## config.mk

```make
export PLATFORM = sky130hd
export DESIGN_NAME = ones_comp_seq_alu
export DESIGN_NICKNAME = d
export VERILOG_FILES = /design/src/rtl/ones_comp_seq_alu.sv
export SDC_FILE = /design/constraint.sdc
export NUM_CORES = 1
export LEC_CHECK = 0
export CAP_MARGIN = 20
export CORE_UTILIZATION = 60
export DETAILED_ROUTE_END_ITERATION = 10
export PLACE_DENSITY = 0.91
export RECOVER_POWER = 50
export SYNTH_ARGS = -nofsm -noshare
export SYNTH_HDL_FRONTEND = slang
export SYNTH_SLANG_ARGS = --single-unit
```

## constraint.sdc

```tcl
create_clock -name clk -period 5.4 [get_ports clk]
set_clock_uncertainty 0.15 [all_clocks]
set_input_delay 0.54 -clock clk [delete_from_list [all_inputs] [get_ports clk]]
set_output_delay 0.54 -clock clk [all_outputs]
set_load 0.01 [all_outputs]
```

## src/rtl/ones_comp_seq_alu.sv

```systemverilog
// ones_comp_seq_alu: multi-cycle ones'-complement ALU (AD/SU/MASK/MP/DV) with start/busy/done handshake.
// Optional feature macro PARITY_CHECK_EN: odd-parity check of the A/B operand words at capture.
module ones_comp_seq_alu #(
  parameter int WIDTH = 15
) (
  input  logic             clk,
  input  logic             reset,
  input  logic             start,
  input  logic [2:0]       command,
  input  logic [WIDTH:0]   A,
  input  logic [WIDTH:0]   B,
  output logic             busy,
  output logic             done,
  output logic [WIDTH-1:0] result,
  output logic [WIDTH-1:0] result_lo,
  output logic             overflow,
  output logic             parity_err
);
  localparam int M  = WIDTH - 1;
  localparam int CW = $clog2(WIDTH);
  localparam logic [2:0] CMD_AD   = 3'd0;
  localparam logic [2:0] CMD_SU   = 3'd1;
  localparam logic [2:0] CMD_MASK = 3'd2;
  localparam logic [2:0] CMD_MP   = 3'd3;
  localparam logic [2:0] CMD_DV   = 3'd5;
  localparam logic [CW-1:0] LAST_ITER = CW'(M - 1);

  typedef enum logic [1:0] {IDLE = 2'd0, CALC = 2'd1, DONE = 2'd2} state_t;

  // End-around-carry add; MSB of the return value is the signed overflow flag.
  function automatic logic [WIDTH:0] oc_add(input logic [WIDTH-1:0] x, input logic [WIDTH-1:0] y);
    logic [WIDTH:0]   raw;
    logic [WIDTH-1:0] sum;
    logic             ovf;
    raw = {1'b0, x} + {1'b0, y};
    sum = raw[WIDTH-1:0] + {{(WIDTH-1){1'b0}}, raw[WIDTH]};
    ovf = (x[WIDTH-1] == y[WIDTH-1]) && (sum[WIDTH-1] != x[WIDTH-1]);
    return {ovf, sum};
  endfunction

  function automatic logic [M-1:0] magnitude(input logic [WIDTH-1:0] w);
    return w[WIDTH-1] ? ~w[M-1:0] : w[M-1:0];
  endfunction

`ifdef PARITY_CHECK_EN
  function automatic logic odd_parity_ok(input logic [WIDTH:0] w);
    return ^w;
  endfunction
`endif

  state_t           state_r, state_n;
  logic [WIDTH-1:0] a_s, b_s;
  logic [M-1:0]     mag_a_s, mag_b_s;
  logic             in_perr_s;
  logic             is_div_r, is_div_n, a_sign_r, a_sign_n, q_sign_r, q_sign_n, perr_r, perr_n;
  logic [M-1:0]     opd_r, opd_n, hi_r, hi_n, lo_r, lo_n;
  logic [CW-1:0]    cnt_r, cnt_n;
  logic             busy_r, busy_n, done_r, done_n, ovf_r, ovf_n, perr_out_r, perr_out_n;
  logic [WIDTH-1:0] res_r, res_n, res_lo_r, res_lo_n;
  logic [M:0]       mul_sum_s, div_sh_s, div_diff_s;
  logic             div_ge_s;
  logic [M-1:0]     step_hi_s, step_lo_s;
  logic [WIDTH-1:0] fin_res_s, fin_lo_s, out_res_s, out_lo_s;
  logic             out_ovf_s, out_perr_s;
  logic [WIDTH:0]   add_s;

  assign a_s     = A[WIDTH:1];
  assign b_s     = B[WIDTH:1];
  assign mag_a_s = magnitude(a_s);
  assign mag_b_s = magnitude(b_s);

`ifdef PARITY_CHECK_EN
  assign in_perr_s = !(odd_parity_ok(A) && odd_parity_ok(B));
`else
  assign in_perr_s = 1'b0;
`endif

  // One shift-add (multiply) or restoring-subtract (divide) iteration on the working pair hi/lo.
  always_comb begin
    mul_sum_s  = {1'b0, hi_r} + (lo_r[0] ? {1'b0, opd_r} : {(M+1){1'b0}});
    div_sh_s   = {hi_r, lo_r[M-1]};
    div_diff_s = div_sh_s - {1'b0, opd_r};
    div_ge_s   = (div_sh_s >= {1'b0, opd_r});
    step_hi_s  = {M{1'b0}};
    step_lo_s  = {M{1'b0}};
    fin_res_s  = {WIDTH{1'b0}};
    fin_lo_s   = {WIDTH{1'b0}};
    if (is_div_r) begin
      step_hi_s = div_ge_s ? div_diff_s[M-1:0] : div_sh_s[M-1:0];
      step_lo_s = {lo_r[M-2:0], div_ge_s};
      fin_res_s = {1'b0, step_lo_s} ^ {WIDTH{q_sign_r}};
      fin_lo_s  = {1'b0, step_hi_s} ^ {WIDTH{a_sign_r}};
    end else begin
      step_hi_s = mul_sum_s[M:1];
      step_lo_s = {mul_sum_s[0], lo_r[M-1:1]};
      fin_res_s = {1'b0, step_hi_s} ^ {WIDTH{q_sign_r}};
      fin_lo_s  = {1'b0, step_lo_s} ^ {WIDTH{q_sign_r}};
    end
  end

  // Next-state and next-register logic; outputs reload only on entry to DONE.
  always_comb begin
    state_n    = state_r;
    is_div_n   = is_div_r;
    a_sign_n   = a_sign_r;
    q_sign_n   = q_sign_r;
    perr_n     = perr_r;
    opd_n      = opd_r;
    hi_n       = hi_r;
    lo_n       = lo_r;
    cnt_n      = cnt_r;
    add_s      = {(WIDTH+1){1'b0}};
    out_res_s  = {WIDTH{1'b0}};
    out_lo_s   = {WIDTH{1'b0}};
    out_ovf_s  = 1'b0;
    out_perr_s = 1'b0;
    case (state_r)
      IDLE: begin
        if (start) begin
          a_sign_n   = a_s[WIDTH-1];
          q_sign_n   = a_s[WIDTH-1] ^ b_s[WIDTH-1];
          perr_n     = in_perr_s;
          out_perr_s = in_perr_s;
          cnt_n      = {CW{1'b0}};
          hi_n       = {M{1'b0}};
          state_n    = DONE;
          case (command)
            CMD_AD: begin
              add_s     = oc_add(a_s, b_s);
              out_res_s = add_s[WIDTH-1:0];
              out_ovf_s = add_s[WIDTH];
            end
            CMD_SU: begin
              add_s     = oc_add(a_s, ~b_s);
              out_res_s = add_s[WIDTH-1:0];
              out_ovf_s = add_s[WIDTH];
            end
            CMD_MASK: out_res_s = a_s & b_s;
            CMD_MP: begin
              is_div_n = 1'b0;
              opd_n    = mag_a_s;
              lo_n     = mag_b_s;
              state_n  = CALC;
            end
            CMD_DV: begin
              if (mag_b_s == {M{1'b0}}) begin
                out_res_s = {1'b0, {M{1'b1}}} ^ {WIDTH{a_s[WIDTH-1] ^ b_s[WIDTH-1]}};
                out_ovf_s = 1'b1;
              end else begin
                is_div_n = 1'b1;
                opd_n    = mag_b_s;
                lo_n     = mag_a_s;
                state_n  = CALC;
              end
            end
            default: out_res_s = {WIDTH{1'b0}};
          endcase
        end else begin
          state_n = IDLE;
        end
      end
      CALC: begin
        hi_n  = step_hi_s;
        lo_n  = step_lo_s;
        cnt_n = cnt_r + CW'(1);
        if (cnt_r == LAST_ITER) begin
          state_n    = DONE;
          out_res_s  = fin_res_s;
          out_lo_s   = fin_lo_s;
          out_perr_s = perr_r;
        end else begin
          state_n = CALC;
        end
      end
      DONE:    state_n = IDLE;
      default: state_n = IDLE;
    endcase
    busy_n = (state_n != IDLE);
    done_n = (state_n == DONE);
    if (state_n == DONE) begin
      res_n      = out_res_s;
      res_lo_n   = out_lo_s;
      ovf_n      = out_ovf_s;
      perr_out_n = out_perr_s;
    end else begin
      res_n      = res_r;
      res_lo_n   = res_lo_r;
      ovf_n      = ovf_r;
      perr_out_n = perr_out_r;
    end
  end

  // FSM state register.
  always_ff @(posedge clk) begin
    if (reset) state_r <= IDLE;
    else       state_r <= state_n;
  end

  // Operand, iteration and output registers.
  always_ff @(posedge clk) begin
    if (reset) begin
      is_div_r   <= 1'b0;
      a_sign_r   <= 1'b0;
      q_sign_r   <= 1'b0;
      perr_r     <= 1'b0;
      opd_r      <= {M{1'b0}};
      hi_r       <= {M{1'b0}};
      lo_r       <= {M{1'b0}};
      cnt_r      <= {CW{1'b0}};
      busy_r     <= 1'b0;
      done_r     <= 1'b0;
      ovf_r      <= 1'b0;
      perr_out_r <= 1'b0;
      res_r      <= {WIDTH{1'b0}};
      res_lo_r   <= {WIDTH{1'b0}};
    end else begin
      is_div_r   <= is_div_n;
      a_sign_r   <= a_sign_n;
      q_sign_r   <= q_sign_n;
      perr_r     <= perr_n;
      opd_r      <= opd_n;
      hi_r       <= hi_n;
      lo_r       <= lo_n;
      cnt_r      <= cnt_n;
      busy_r     <= busy_n;
      done_r     <= done_n;
      ovf_r      <= ovf_n;
      perr_out_r <= perr_out_n;
      res_r      <= res_n;
      res_lo_r   <= res_lo_n;
    end
  end

  assign busy       = busy_r;
  assign done       = done_r;
  assign result     = res_r;
  assign result_lo  = res_lo_r;
  assign overflow   = ovf_r;
  assign parity_err = perr_out_r;

endmodule
```

==> results of run 1 <==
flip-flops by register name (all words and copies together), names as in the netlist, 2 cells and up:
signal     count
hi_r          14
cnt_r          4
result_lo     15
result        15
lo_r          14
opd_r         14
state_r        2
cells by family (layout without fill, tap and decap cells):
family,Yosys count,after routing,share of synthesized area
AND/OR/NAND/NOR,378,378,0.209
AO/OA/AOI/OAI,343,343,0.268
XOR/XNOR,132,132,0.133
buffers and inverters,132,180,0.0583
flip-flops,84,84,0.192
adder cells (fa/ha/maj),68,68,0.100
multiplexers,33,33,0.0379
other,1,1,0.000427
final cells by class:
class	count	area, um2	area share
sequential	84	1680	0.169
clock inverter	5	86.3	0.00866
inverter	62	233	0.0233
clock buffer	10	239	0.0240
timing repair buffer	103	925	0.0927
multi-input combinational	955	6580	0.660
tap	180	225	0.0226
per-stage QoR:
step / area, um2 / setup WS [ps] / utilization
2_1_floorplan: 8770 / 936 / -
3_3_place_gp: 9650 / 327 / 0.685
3_5_place_dp: 9650 / 156 / 0.685
4_1_cts: 9980 / 491 / 0.708
5_1_grt: 9970 / 10.9 / 0.707
6_report: 9970 / 369 / 0.707
placed cells by master, fill, tap and decap left out, types with 7 or more instances in the layout:
master,count
buf_4,31
nor4_1,11
a221oi_1,13
clkdlybuf4s50_1,33
o211ai_1,13
o21ai_1,16
nand3_1,21
nor2b_1,18
dfxtp_1,84
inv_1,59
nand2_1,76
nor3_1,29
mux2i_1,31
dlygate4sd3_1,34
a21oi_1,96
clkbuf_16,9
or3_1,9
a211oi_1,38
xnor2_1,67
o21a_1,7
a22oi_1,22
nand4_1,7
nand2b_1,15
a21o_1,13
ha_1,64
or2_2,9
nor2_1,133
xor2_1,64
o21ai_0,43
and2_1,22
per-layer routing:
layer,routed length [um],share of wire
met1,10900,0.41
met4,1240,0.046
met5,0,0
met3,2770,0.10
met2,11900,0.44
path summary, 6_finish.rpt:
kind,startpoint,to,slack (ps)
max,B[15],result_lo[13]$_SDFFE_PP0P_,370
min reg2reg,result[6]$_SDFFE_PP0P_,result[6]$_SDFFE_PP0P_,300
max reg2reg,opd_r[1]$_SDFFE_PP0P_,hi_r[5]$_SDFFE_PP0P_,1250
min,result[6]$_SDFFE_PP0P_,result[6]$_SDFFE_PP0P_,300
power groups by stage:
stage,Sequential [mW],Combinational (mW),Clock (mW)
floorplan,0.666,0.561,0
detailed placement,0.681,0.775,0
finish,0.669,0.797,0.677
global route,0.670,0.859,0.701
CTS,0.667,0.781,0.675
global placement,0.679,0.758,0
worst max-delay path: cells and delay by family:
family,cells,cell delay [ps]
AND/OR/NAND/NOR,4,1280
buffers and inverters,2,1450
AO/OA/AOI/OAI,5,1860
==> reports/metrics.yaml, run 1 <==
outcome: "finished clean"
grt_pass1_vias: 8548
holdBufCountCts: 0
worstHoldPathCells: 2
synth_flop_cell: "dfxtp_1"
dp_cells: 1383
cts.clk_slew.worst_paths_ps: 60
wl_per_cell_um: 19.2
worstMarginPinSlew_ps: 1320
slew_violations: 0
drt_wl_total_um: 26800
antenna_found_initial: 0
grt_max_degree: 65
cts_tree: "built"
min_period_ps: 5030
hold_slack_ps: 300
crit_path_cell_trace: "clkdlybuf4s50_1, clkbuf_1, or4_1, nor2_1, o221ai_1, nand3b_1, a21boi_0, o21a_1, nor2b_1, a22oi_1, o21ai_1"
route.detailed.drc: 0
grt.busiest_layer: "met2"
async_reset_ff_frac: 0
startpoint_type: "input pin"
reg2reg_depth: 12
swShare: 0.358
htreeDepth: 3
vias_per_cell: 6.54
die_h_um: 123
netSwitchingPower_uw: 767
fillers: 1109
relSlewSlack: 0.119
synth.most_common_cell: "nor2_1"
gr-usage-all-layers: 0.365
synth_seq_cells: 84
die_area_um2: 15100
fmax_ghz: 0.199
drt_first_pass_iters: 6
hp-class: "reg -> reg"
use_met1: 0.485
crit_fanout: 24
grt_overflow: 0
drt_iter0_markers: 1050
synth_common_cells: "133 x nor2_1, 96 x a21oi_1, 84 x dfxtp_1"
hold_viol_final: 0
initial_utilization: 0.622
synth_fp_nets: 1277
grtUsageMet2: 0.577
p_clk_frac: 0.316
critical_path_class: "in -> reg"
p_total_mw: 2.14
fin_tns_setup_ps: 0
io_buffers: 68
synthTopCellsByArea: "dfxtp_1 19%, ha_1 9.1%, xnor2_1 6.7%, xor2_1 6.4%, nor2_1 5.7%"
end_kind: "register"
io_pins: 72
period_share: 0.932
yosysWarningCount: 0
vdd_drop_max_v: 0.000129
cts-buffers-inserted: 9
cpMaxStageDelayCell: "clkbuf_1"
layout-drive-gt1-share: 0.0615
cts_resized: 0
internal_power_mw: 1.38
rsz0062_at_grt: "false"
ant_nets: 0
cap_viol_max_count: 0
synthCells: 1171
yosys.area.top_type: "dfxtp_1"
clk_latency_ps: 350
clk_path_buf_depth: 2
syn_area_per_cell_um2: 7.49
synth_cell_type_count: 81
yosysTopAreaCellShare: 0.192
core_um2: 14100
critPathMaxStageDelay_ps: 970
area_growth_pct: 13.7
post_cts_buffers: 0
die_w_um: 123
leakagePower_nw: 4.11
final_nets: 1321
root_buffer: "clkbuf_16"
arrival_ps: 5150
vias: 9155
yosysSeqAreaShare: 0.192
routabilityCongestion: 0.977
use_met3: 0.0558
fp-row-count: 43
synth_edf_count: 0
fin_cells: 1399
power-per-cell-area_nw_per_um2: 215
pwr-share-comb: 0.372
hpwl_um: 20600
finalSetupViolCount: 0
n_antenna_cell: 0
required_ps: 5520
pwr-share-seq: 0.312
grt_pass1_wl_um: 42900
clock_sinks: 84
syn_area_um2: 8770
(Power assumes the default switching activity.)
==> run 2, diff against run 1 <==
- ABC_AREA: not set -> 0
==> results of run 2 <==
The final DEF is identical to that of run 1; final timing and power are the same.
